--- src/rtl/load_align_unit.sv ---
// Load alignment unit: fetches the word(s) holding a byte/half/word load,
// extracts the addressed bytes and sign- or zero-extends them to 32 bits.
module load_align_unit (
  input  logic        clk,
  input  logic        rst_n,
  input  logic        ld_valid,
  output logic        ld_ready,
  input  logic [31:0] ld_addr,
  input  logic [2:0]  ld_funct3,
  output logic        ld_done,
  output logic [31:0] ld_data,
  output logic        ld_err,
  output logic        mem_req,
  output logic [31:0] mem_addr,
  input  logic [31:0] mem_rdata,
  input  logic        mem_rvalid
);

  localparam logic [1:0] IDLE   = 2'd0;
  localparam logic [1:0] REQ_LO = 2'd1;
  localparam logic [1:0] REQ_HI = 2'd2;
  localparam logic [1:0] RESP   = 2'd3;

  localparam logic [2:0] F3_LB  = 3'b000;
  localparam logic [2:0] F3_LH  = 3'b001;
  localparam logic [2:0] F3_LW  = 3'b010;
  localparam logic [2:0] F3_LBU = 3'b100;
  localparam logic [2:0] F3_LHU = 3'b101;

  logic [1:0]  state_q, state_d;
  logic [1:0]  off_q, off_d;
  logic [2:0]  funct3_q, funct3_d;
  logic [31:0] lo_q, lo_d;
  logic        mem_req_q, mem_req_d;
  logic [31:0] mem_addr_q, mem_addr_d;
  logic        ld_done_q, ld_done_d;
  logic [31:0] ld_data_q, ld_data_d;
  logic        ld_err_q, ld_err_d;

  function automatic logic isLegal(input logic [2:0] f3);
    return (f3 == F3_LB) || (f3 == F3_LH) || (f3 == F3_LW) ||
           (f3 == F3_LBU) || (f3 == F3_LHU);
  endfunction

  function automatic logic crossesWord(input logic [2:0] f3, input logic [1:0] off);
    logic isHalf;
    isHalf = (f3 == F3_LH) || (f3 == F3_LHU);
    return (isHalf && (off == 2'd3)) || ((f3 == F3_LW) && (off != 2'd0));
  endfunction

  // Shift the little-endian {hi,lo} pair down to the addressed byte, then extend.
  function automatic logic [31:0] extract(input logic [2:0] f3, input logic [1:0] off,
                                          input logic [31:0] hi, input logic [31:0] lo);
    logic [63:0] wide;
    logic [31:0] v;
    logic [31:0] res;
    wide = {hi, lo} >> {off, 3'b000};
    v    = wide[31:0];
    case (f3)
      F3_LB:   res = {{24{v[7]}}, v[7:0]};
      F3_LBU:  res = {24'b0, v[7:0]};
      F3_LH:   res = {{16{v[15]}}, v[15:0]};
      F3_LHU:  res = {16'b0, v[15:0]};
      F3_LW:   res = v;
      default: res = 32'h0;
    endcase
    return res;
  endfunction

  always_comb begin
    state_d    = state_q;
    off_d      = off_q;
    funct3_d   = funct3_q;
    lo_d       = lo_q;
    mem_req_d  = mem_req_q;
    mem_addr_d = mem_addr_q;
    ld_done_d  = 1'b0;
    ld_data_d  = ld_data_q;
    ld_err_d   = ld_err_q;

    case (state_q)
      IDLE: begin
        if (ld_valid) begin
          off_d    = ld_addr[1:0];
          funct3_d = ld_funct3;
          if (isLegal(ld_funct3)) begin
            mem_req_d  = 1'b1;
            mem_addr_d = {ld_addr[31:2], 2'b00};
            state_d    = REQ_LO;
          end else begin
            // Illegal loads skip memory entirely and answer on the next cycle.
            ld_done_d = 1'b1;
            ld_err_d  = 1'b1;
            ld_data_d = 32'h0;
            state_d   = RESP;
          end
        end
      end
      REQ_LO: begin
        if (mem_rvalid) begin
          if (crossesWord(funct3_q, off_q)) begin
            lo_d       = mem_rdata;
            mem_addr_d = mem_addr_q + 32'd4;
            state_d    = REQ_HI;
          end else begin
            ld_data_d = extract(funct3_q, off_q, 32'h0, mem_rdata);
            ld_done_d = 1'b1;
            ld_err_d  = 1'b0;
            mem_req_d = 1'b0;
            state_d   = RESP;
          end
        end
      end
      REQ_HI: begin
        if (mem_rvalid) begin
          ld_data_d = extract(funct3_q, off_q, mem_rdata, lo_q);
          ld_done_d = 1'b1;
          ld_err_d  = 1'b0;
          mem_req_d = 1'b0;
          state_d   = RESP;
        end
      end
      default: begin
        state_d = IDLE;
      end
    endcase
  end

  always_ff @(posedge clk or negedge rst_n) begin
    if (!rst_n) begin
      state_q    <= IDLE;
      off_q      <= 2'd0;
      funct3_q   <= 3'd0;
      lo_q       <= 32'h0;
      mem_req_q  <= 1'b0;
      mem_addr_q <= 32'h0;
      ld_done_q  <= 1'b0;
      ld_data_q  <= 32'h0;
      ld_err_q   <= 1'b0;
    end else begin
      state_q    <= state_d;
      off_q      <= off_d;
      funct3_q   <= funct3_d;
      lo_q       <= lo_d;
      mem_req_q  <= mem_req_d;
      mem_addr_q <= mem_addr_d;
      ld_done_q  <= ld_done_d;
      ld_data_q  <= ld_data_d;
      ld_err_q   <= ld_err_d;
    end
  end

  assign ld_ready = (state_q == IDLE);
  assign ld_done  = ld_done_q;
  assign ld_data  = ld_data_q;
  assign ld_err   = ld_err_q;
  assign mem_req  = mem_req_q;
  assign mem_addr = mem_addr_q;

endmodule
--- config.mk ---
export PLATFORM = sky130hd
export DESIGN_NAME = load_align_unit
export DESIGN_NICKNAME = d
export VERILOG_FILES = /design/src/rtl/load_align_unit.sv
export SDC_FILE = /design/constraint.sdc
export NUM_CORES = 1
export LEC_CHECK = 0
export CORE_UTILIZATION = 35
export CTS_BUF_LIST = sky130_fd_sc_hd__clkbuf_8 sky130_fd_sc_hd__clkbuf_16
export DETAILED_ROUTE_END_ITERATION = 10
export PLACE_DENSITY = 0.57
export RECOVER_POWER = 25
export SETUP_SLACK_MARGIN = 0.05
export SYNTH_ARGS = -nofsm -noshare
export SYNTH_HDL_FRONTEND = slang
export SYNTH_SLANG_ARGS = --single-unit
--- constraint.sdc ---
create_clock -name clk -period 3.9 [get_ports clk]
set_input_delay 0.585 -clock clk [delete_from_list [all_inputs] [get_ports clk]]
set_output_delay 0.585 -clock clk [all_outputs]
set_load 0.01 [all_outputs]
# After elaboration in Yosys (flattened, before gate mapping)
# Index checks and enable logic that the tools add are counted.
[op_classes]
eq_ne = 18
shifts = 2
muxes = 34
addsub = 1
n_reduce_logical = 20
[op_table]
columns = ["operator", "n"]
rows = [
  ["one-hot mux 32 bit (5 select lines)", 2],
  ["two-way mux 32 bit", 9],
  ["one-hot mux 32 bit (3 select lines)", 1],
  ["one-hot mux 32 bit (2 select lines)", 1],
  [">> shifter 64 x 5 -> 32 bit", 1],
  ["adder 32 x 3 -> 32 bit (second input constant)", 1],
  [">> shifter 32 x 5 -> 32 bit", 1],
  ["two-way mux 1 bit", 13],
  ["equality test 3 bit (second input constant)", 4],
  ["!= test 2 bit (second input constant)", 6],
  ["AND reduction 6 bit", 2],
  ["one-hot mux 1 bit (3 select lines)", 3],
  ["two-way mux 2 bit", 4],
  ["equality test 3 x 1 -> 1 bit (second input constant)", 2],
  ["equality test 3 x 2 -> 1 bit (second input constant)", 2],
  ["zero test 3 bit", 2],
  ["logical OR 1 bit", 6],
  ["one-hot mux 2 bit (3 select lines)", 1],
  ["AND reduction 3 bit", 2],
  ["AND reduction 5 bit", 1],
  ["equality test 2 bit (second input constant)", 2],
  ["nonzero test 2 bit", 2],
  ["nonzero test 3 bit", 1],
  ["equality test 2 x 1 -> 1 bit (second input constant)", 1],
  ["4 further kinds", 5],
]
[totals]
out_inout_bits = 68
elab_cells = 84
in_bits = 71
regBits = 106

# Longest topological paths before layout
# Gate-level depths: netlist (run 1).
[depth]
depth_word = 8
ltp_mapped = 10
ltp_nobuf = 7

# Worst setup path before layout (run 1)
# OpenSTA, ideal clock, no wires.
[synth_path]
path_type = "register to register"
startpoint = "register state_q[0]"
endpoint = "register ld_data_q[31], in the netlist ld_data[31]"
synth_period_minus_slack_ns = 2.108
stages_incl_launch_ff = 10
slack_ns = 1.792
t_required_ns = 3.774
path_buffers = 3
t_arrival_ns = 1.982
setup_ns = 0.126
path_cell_list = "dfrtp_1 inv_1 ha_1 clkbuf_1 o21bai_1 o2111ai_1 or2_1 buf_4 buf_2 a221o_1"
[synth_via]
elab_chain_cells = 3
word_cells_on_any_way = 11
cone_classes = "eq/ne (7); mux (1); reduce/logical (3)"
[synth_rtl]
columns = ["item", "line", "text"]
rows = [
  ["from (decl)", "30", "logic [1:0] state_q, state_d;"],
  ["from (signal assigned)", "141", "state_q <= state_d;"],
  ["equality test 2 x 1 -> 1 bit (tied with other cells)", "81", "case (state_q)"],
  ["!= test 2 bit (no line) / nonzero test 3 bit (equally long branches)", "--", ""],
  ["AND reduction 6 bit (no line)", "--", ""],
  ["to (signal assigned)", "148", "ld_data_q <= ld_data_d;"],
  ["to (decl)", "37", "logic [31:0] ld_data_q, ld_data_d;"],
]
# Parallel ways exist; a longest one is shown, timed or not.
# A chain may end at the register's enable or synchronous reset.

# Worst setup path in the final report (run 1)
[layout_path]
startpoint = "register state_q[1]"
endpoint = "register mem_addr_q[16], in the netlist mem_addr[16]"
[layout_via]
elab_chain_cells = 3
word_cells_on_any_way = 9
cone_classes = "eq/ne (5); mux (1); reduce/logical (3)"
[layout_rtl]
columns = ["item", "line", "text"]
rows = [
  ["equality test 2 x 1 -> 1 bit / zero test 2 bit (equally long branches)", "81", ""],
  ["!= test 2 bit (no line) (tied with other cells)", "--", ""],
  ["AND reduction 5 bit (no line)", "--", ""],
  ["to (signal assigned)", "146", "mem_addr_q <= mem_addr_d;"],
  ["to (decl)", "35", "logic [31:0] mem_addr_q, mem_addr_d;"],
]
# Parallel ways exist; a longest one is shown, timed or not.

==> results_dict.tcl, run 1 <==
set metrics [dict create \
    antenna_cells 0 \
    synth_top_family_by_area "compound AO/OA/AOI/OAI gates" \
    slowest_delay_ps 620 \
    start_kind "flip-flop" \
    max_freq_ghz 0.342 \
    yosys.area_share.simple_pct 19.6 \
    grt_usage_pct 21.8 \
    dieArea_um2 19900 \
    p_per_area_nw_per_um2 807 \
    final_cell_mix "nand2_1 (161), clkdlybuf4s50_1 (135), dfrtp_1 (102)" \
    worstMarginPinSlew_ps 1720 \
    critical_path.cell_chain "inv_1 > ha_1 > buf_4 > a32o_2 > o21a_1 > o21ai_1 > a221o_1" \
    cp_max_fo 26 \
    hold_viol_final 0 \
    syn_inst 739 \
    nNetsFinal 918 \
    timing.final.crit_share_pct 75.1 \
    status "complete, but fails checks" \
    drt_iter0_markers 534 \
    multiInputGateArea_um2 3780 \
    antenna_found_initial 1 \
    fillers 1797 \
    drt-total-wl_um 21200 \
    num_vias 6318 \
    first_pass_iters 5 \
    placed_area_um2 8240 \
    synth-main-ff-cell "dfrtp_1" \
    post-route-worst-setup-slack_ps 972 \
    synthArstFlopShare_pct 100 \
    maxCapViolCount 1 \
    crit_path_top_delay_cell "o21a_1" \
    synth_xor_area_share_pct 0 \
    grt_pass1_vias 5872 \
    grt_max_degree 65 \
    syn_area_um2 6760 \
    synthAdderAreaFrac_pct 0.925 \
    rsz0062_at_grt "false" \
    postCtsSetupBuffers 0 \
    final_common_cell "nand2_1" \
    placedCellCount 1091 \
    vdd_drop_max_v 0.000356 \
    ctsResizeCount 0 \
    required_ps 4140 \
    clock-root-buffer "clkbuf_16" \
    vias_per_cell 5.72 \
    cp.arrival_ps 3160 \
    synth-seq-cells 104 \
    clock_skew_ps 7.06 \
    violations "max-capacitance violations, max-slew violations" \
    synthMuxAreaShare_pct 13.6 \
    wire_per_inst_um 19.2 \
    drc 0 \
    grt-ovfl-total 0 \
    synth_edf_count 0 \
    grt_pass1_wl_um 33400 \
    fp.dieH_um 141 \
    p_leak_nw 3.56 \
    cts_tree "done" \
    place_congestion 0.934 \
    ys_types 74 \
    fin_cells 1105 \
    fp.dieW_um 141 \
    endpoint_kind "flip-flop" \
    final_design_area_no_fill_um2 8500 \
    worstSetupPathType "reg -> reg" \
    cts_max_level 3 \
    finalSetupViolations 0 \
    core_um2 18800 \
    drtAntennaViolNets 0 \
    pre_cts_ws_ps 882 \
    clock-sinks 104 \
    cts_max_path_buffers 2 \
    relSlewSlack_pct -14.4 \
    avgSynthCellArea_um2 9.15 \
    hold_class "reg -> reg" \
    start_util_pct 35.9 \
    dp_hpwl_um 15800 \
    worst-path-buf-inv 2 \
    synth_warnings 0 \
    fp-row-count 50 \
    setup-tns-final_ps 0 \
    maxSlewViolCount 64 \
    synth-compound-area-share_pct 21.6 \
    register_area_um2 2610 \
    drive_gt1_share_pct 10.1 \
    io_buffers 136 \
    cts_buffers 9 \
    fin_util_pct 45.2 \
    crit_family "compound AO/OA/AOI/OAI gates" \
    clk_pin_slew_ps 70 \
    pin_count 139 \
    worstSkewPairLatency_ps 350 \
    cts_hold_buffers 0 \
    finalCriticalPeriod_ps 2930 \
    seq_area_frac_synth_pct 38.5 \
    syn_to_final_growth_pct 25.8 \
]
per-stage QoR:
step	hold WS (ps)	power, W
global route	506	0.00731
floorplan	289	0.00468
CTS	371	0.00684
global placement	458	0.00592
detailed placement	462	0.00598
finish	481	0.00687
report_power, final:
group	leakage, nW	switching, W	internal, W
logic	2.11	0.00210	0.00177
registers	1.32	0.000603	0.00155
clock network	0.128	0.000405	0.000440
total	3.56	0.00311	0.00376
worst register-to-register path, delay by kind of cell, from the launching register on:
family	cells	cell delay [ps]
AOI/OAI and AO/OA	4	1550
buffers and inverters	2	470
adders and majority gates	1	360
DFF	1	430
area by class of cell:
class	instances	area share, %
Sequential cell	104	30.6
Tap cell	260	3.83
Clock inverter	4	0.280
Timing Repair Buffer	148	17.2
Clock buffer	10	2.81
Multi-Input combinational cell	560	44.5
Inverter	19	0.839
path summary, 6_finish.rpt:
check | from | end | slack (ps) | cells past startpoint
worst max-delay path | state_q[1] | mem_addr[16] | 970 | 7
worst min-delay path | lo_q[2] | lo_q[2] | 480 | 2
worst max register to register | state_q[1] | mem_addr[16] | 970 | 7
worst min register to register | lo_q[2] | lo_q[2] | 480 | 2
max in group asynchronous | rst_n | off_q[0] | 2070 | 1
min in group asynchronous | rst_n | lo_q[6] | 670 | 1
per-layer routing:
layer  part of all wire [%]  global-route usage, %  vias to the layer above
met5                  0.061                      0                        -
met4                    1.5                   6.64                        2
met3                    7.4                   4.08                       29
met2                     43                   31.5                      289
met1                     48                   32.6                     3055
li1                       -                      -                     2943
cell families (layout without fill, tap and decap cells):
kind of cell	Yosys count	in the layout
other	1	2
multiplexers	70	70
adder cells (fa/ha/maj)	5	5
AND/OR/NAND/NOR	281	281
flip-flops	104	104
buffers and inverters	76	181
AO/OA/AOI/OAI	202	202
sequential cells by signal (all words and copies together), names as in the netlist:
name	flops
mem_addr	30
funct3_q	3
off_q	2
state_q	2
ld_done	1
mem_req	1
lo_q	32
ld_data	32
ld_err	1
cells in the mapped netlist, drive strengths merged, types with 5 or more instances:
| master | count | area (um2) |
|---|---|---|
| dfrtp | 104 | 2600 |
| buf | 37 | 240 |
| a221o | 13 | 130 |
| inv | 18 | 67.6 |
| nand3 | 16 | 85.1 |
| o31ai | 5 | 37.5 |
| o22ai | 10 | 68.8 |
| nor2 | 45 | 169 |
| clkbuf | 20 | 75.1 |
| mux2 | 17 | 191 |
| a22o | 11 | 96.3 |
| and2 | 5 | 31.3 |
| a22oi | 5 | 37.5 |
| o21ai | 37 | 196 |
| a211oi | 8 | 60.1 |
| ha | 5 | 62.6 |
| a21oi | 46 | 230 |
| mux2i | 37 | 370 |
| a32o | 7 | 71.3 |
| mux4 | 16 | 360 |
| nor4 | 6 | 67.6 |
| o221ai | 15 | 131 |
| nand4 | 11 | 96.3 |
| nand2 | 162 | 616 |
| a31oi | 9 | 56.3 |
| nor3 | 11 | 66.3 |
Note: power is estimated with default switching activity, not from simulation.
==> inputs of run 2 (changes only) <==
==> constraint.sdc (replaced) <==
create_clock -name clk -period 3 [get_ports clk]
set_input_delay 0.45 -clock clk [delete_from_list [all_inputs] [get_ports clk]]
set_output_delay 0.45 -clock clk [all_outputs]
set_load 0.01 [all_outputs]
==> results_dict.tcl, run 2 (synthesized netlist as in run 1, its figures left out) <==
set metrics [dict create \
    grt_max_degree 44 \
    whs_path_depth 2 \
    final_cell_mix "nand2_1 (161), clkdlybuf4s50_1 (135), dfrtp_1 (102)" \
    antenna_cells 0 \
    hold_class "reg -> reg" \
    endpoint_kind "flip-flop" \
    reg2reg_depth 5 \
    timing.rr.start "off_q[0]" \
    rsz0062_at_grt "false" \
    clock-sinks 104 \
    power.share.combinational_pct 56.4 \
    cp.arrival_ps 2690 \
    maxSlewViolCount 34 \
    violations "max-capacitance violations, max-slew violations" \
    grt_pass1_vias 5968 \
    p_sw_share_pct 44.6 \
    cts_max_path_buffers 2 \
    cts_max_level 3 \
    final_common_cell "nand2_1" \
    io_buffers 136 \
    p_clk_share_pct 13.1 \
    worstMarginPinSlew_ps 1930 \
    hold_viol_final 0 \
    status "complete, but fails checks" \
    multiInputGateArea_um2 3780 \
    fp.dieW_um 141 \
    timing.rr.end "ld_data[30]" \
    relSlewSlack_pct -29.0 \
    r2r_slack_ps 550 \
    grt_pass1_wl_um 34100 \
    required_ps 3240 \
    drt-total-wl_um 21300 \
    finalSetupViolations 0 \
    grt_usage_pct 22.1 \
    drc 0 \
    num_vias 6202 \
    fillers 1792 \
    timing.final.crit_share_pct 81.8 \
    fp-row-count 50 \
    vdd_drop_max_v 0.000398 \
    clock_skew_ps 6.82 \
    placed_area_um2 8340 \
    setup-tns-final_ps 0 \
    final_design_area_no_fill_um2 8620 \
    drt_iter0_markers 637 \
    place_congestion 0.905 \
    dp_hpwl_um 15900 \
    drtAntennaViolNets 0 \
    worstSetupPathType "reg -> reg" \
    start_kind "flip-flop" \
    drive_gt1_share_pct 11.0 \
    clock-root-buffer "clkbuf_16" \
    p_seq_share_pct 30.5 \
    antenna_found_initial 0 \
    pin_count 139 \
    worstSkewPairLatency_ps 350 \
    clk_pin_slew_ps 70 \
    max_freq_ghz 0.407 \
    cts_hold_buffers 0 \
    first_pass_iters 5 \
    min_from "lo_q[2]" \
    cts_buffers 9 \
    core_um2 18800 \
    cts_tree "done" \
    power.switching_w 0.00406 \
    wire_per_inst_um 19.1 \
    whs_endpoint "lo_q[2]" \
    p_total_w 0.00910 \
    cp_max_fo 37 \
    postCtsSetupBuffers 0 \
    syn_to_final_growth_pct 27.5 \
    start_util_pct 35.9 \
    register_area_um2 2610 \
    grt-ovfl-total 0 \
    finalCriticalPeriod_ps 2450 \
    maxCapViolCount 1 \
    fp.dieH_um 141 \
    vias_per_cell 5.55 \
    ctsResizeCount 0 \
    nNetsFinal 929 \
    dieArea_um2 19900 \
    power.internal_w 0.00504 \
    p_per_area_nw_per_um2 1060 \
    p_leak_nw 3.63 \
]
==> run 2: power groups by stage <==
stage / clock network [W] / logic [W] / registers (W)
2_1_floorplan: 0 / 0.00347 / 0.00261
3_3_place_gp: 0 / 0.00503 / 0.00276
3_5_place_dp: 0 / 0.00507 / 0.00279
4_1_cts: 0.00122 / 0.00510 / 0.00277
5_1_grt: 0.00128 / 0.00559 / 0.00289
6_report: 0.00120 / 0.00513 / 0.00277
==> run 2: final cells by class <==
cell class | instances | share of cell area [%]
Sequential cell | 104 | 30.2
Timing Repair Buffer | 159 | 18.0
Clock buffer | 10 | 2.77
Inverter | 19 | 0.827
Tap cell | 260 | 3.77
Multi-Input combinational cell | 560 | 43.9
Clock inverter | 5 | 0.581
==> run 2: worst max-delay path by stage <==
stage          cells after the start        from      endpoint
6_report                           5    off_q[0]   ld_data[30]
5_1_grt                            8  state_q[0]   ld_data[19]
4_1_cts                            5    off_q[0]   ld_data[30]
3_5_place_dp                       7  mem_rvalid  mem_addr[10]
3_3_place_gp                       7  mem_rvalid   mem_addr[5]
2_1_floorplan                      9  state_q[0]   ld_data[31]
==> run 2: critical path, stage by stage, from the launching register on <==
cell     delay (ps)
dfrtp_2         640
buf_4           550
mux4_2          620
nand2_1         100
nand2_1          70
a221o_1         340
==> run 2: stage by stage <==
step | setup WS (ps) | utilization [%] | cells | hold slack [ps]
after floorplan | 892 | - | 740 | 154
after global placement | 447 | 44.3 | 1102 | 435
after detailed placement | 408 | 44.3 | 1102 | 438
after CTS | 537 | 45.8 | 1117 | 57.8
after global routing | 358 | 45.8 | 1117 | 502
final | 545 | 45.8 | 1117 | 478
==> run 2: layer usage <==
metal  part of all wire, %  GRT usage (%)
met2                    43           31.6
met4                   1.2           6.41
met3                   6.6           4.04
met1                    49           33.7
met5                     0              0
==> inputs of run 3 (changes only) <==
==> constraint.sdc (replaced) <==
create_clock -name clk -period 2.4 [get_ports clk]
set_input_delay 0.36 -clock clk [delete_from_list [all_inputs] [get_ports clk]]
set_output_delay 0.36 -clock clk [all_outputs]
set_load 0.01 [all_outputs]
==> results_dict.tcl, run 3 (synthesized netlist as in run 1, its figures left out) <==
set metrics [dict create \
    cts_buffers 9 \
    p_sw_share_pct 44.0 \
    fp-row-count 50 \
    drtAntennaViolNets 0 \
    cts_hold_buffers 0 \
    status "finished clean" \
    final_common_cell "nand2_1" \
    p_seq_share_pct 28.4 \
    grt-ovfl-total 0 \
    critical_path.endpoint "ld_ready" \
    timing.rr.start "off_q[1]" \
    fillers 1776 \
    timing.rr.end "ld_data[11]" \
    crit_start "state_q[0]" \
    fp.dieH_um 141 \
    r2r_slack_ps 200 \
    start_kind "flip-flop" \
    drive_gt1_share_pct 14.9 \
    wire_per_inst_um 19.0 \
    core_um2 18800 \
    grt_usage_pct 22.7 \
    maxCapViolCount 0 \
    antenna_found_initial 1 \
    start_util_pct 35.9 \
    endpoint_kind "output pin" \
    drc 0 \
    dieArea_um2 19900 \
    worstSkewPairLatency_ps 360 \
    vdd_drop_max_v 0.000553 \
    grt_use_met3_pct 5.37 \
    hold_class "in -> async" \
    timing.final.crit_share_pct 91.7 \
    io_buffers 136 \
    fin_cells 1150 \
    finalCriticalPeriod_ps 2200 \
    grt_pass1_wl_um 34800 \
    grt_pass1_vias 6161 \
    dp_hpwl_um 16500 \
    post-route-worst-setup-slack_ps 199 \
    first_pass_iters 5 \
    num_vias 6393 \
    grt_max_degree 42 \
    gr-usage-met1_pct 33.5 \
    relSlewSlack_pct 27.4 \
    p_clk_share_pct 12.9 \
    worstMarginPinSlew_ps 1090 \
    p_per_area_nw_per_um2 1330 \
    pre_cts_ws_ps 23.1 \
    max_freq_ghz 0.454 \
    cts_max_path_buffers 2 \
    maxSlewViolCount 0 \
    nNetsFinal 961 \
    vias_per_cell 5.56 \
    clock-root-buffer "clkbuf_16" \
    hold_viol_final 0 \
    cts_max_level 3 \
    fp.dieW_um 141 \
    place_congestion 0.914 \
    syn_to_final_growth_pct 32.0 \
    worstSetupPathType "reg -> out" \
    power.internal_w 0.00667 \
    cp.arrival_ps 1840 \
    antenna_cells 0 \
    cp_max_fo 6 \
    use_met2_pct 32.7 \
    clk_pin_slew_ps 70 \
    drt-total-wl_um 21900 \
    cts_tree "done" \
    clock_skew_ps 13.1 \
    pin_count 139 \
    busiest_layer "met1" \
    final_cell_mix "nand2_1 (161), clkdlybuf4s50_1 (135), dfrtp_1 (102)" \
    finalSetupViolations 0 \
    power.share.combinational_pct 58.8 \
    reg2reg_depth 6 \
    clock-sinks 104 \
    drt_iter0_markers 580 \
    p_leak_nw 3.81 \
    power.switching_w 0.00524 \
    setup-tns-final_ps 0 \
    rsz0062_at_grt "false" \
    required_ps 2040 \
    placedCellCount 1133 \
]
-- run 3: changes by cell type in the layout (fill, tap and decap cells not counted), moves of 2 or more --
cell      previous run  this run
buf_4               20        49
buf_12               2         5
clkbuf_1             2         0
clkbuf_2             0         2
-- run 3: timing repair --
action,in CTS,in global routing
resized for setup,0,4
setup endpoints to repair,0,11
endpoints found under the hold margin,0,0
buffers inserted,0,1
-- run 3: cell type report --
type	instances	area, um2	share of cell area, %
Timing Repair Buffer	191	1830	20.5
Inverter	19	71.3	0.799
Clock buffer	10	239	2.68
Sequential cell	104	2610	29.2
Clock inverter	6	60.1	0.673
Multi-Input combinational cell	560	3800	42.5
Tap cell	260	325	3.64
-- run 3: worst max-delay path: stages, from the launching register on --
cell	delay, ps
dfrtp_1	420
inv_1	90
ha_1	250
buf_4	180
clkdlybuf4s50_1	530
-- run 3: how the worst min path moves through the flow --
stage               startpoint           end  cells past startpoint
global placement         rst_n   mem_addr[2]                      1
CTS                      rst_n   mem_addr[9]                      1
finish                   rst_n   mem_addr[4]                      1
global route             rst_n   mem_addr[8]                      1
floorplan                rst_n   funct3_q[0]                      0
detailed placement       rst_n  mem_addr[11]                      1
-- run 3: metal layers --
metal / wire length (um) / share of wire (%)
met1: 10600 / 49
met2: 9480 / 43
met3: 1510 / 6.9
met4: 236 / 1.1
met5: 17 / 0.078
-- run 3: power by group through the flow --
stage,logic [W],registers (W),clock network (W)
after floorplan,0.00434,0.00327,0
after global placement,0.00685,0.00336,0
after detailed placement,0.00689,0.00340,0
after CTS,0.00692,0.00337,0.00156
after global routing,0.00760,0.00352,0.00163
final,0.00700,0.00338,0.00153
-- run 3: stage by stage --
step / total power [W] / cell area (um2) / hold WS [ps] / util [%]
floorplan: 0.00761 / 6770 / 64.4 / -
global placement: 0.0102 / 8610 / 395 / 45.7
detailed placement: 0.0103 / 8610 / 401 / 45.7
CTS: 0.0118 / 8910 / 15.4 / 47.3
global route: 0.0127 / 8930 / 279 / 47.4
finish: 0.0119 / 8930 / 193 / 47.4
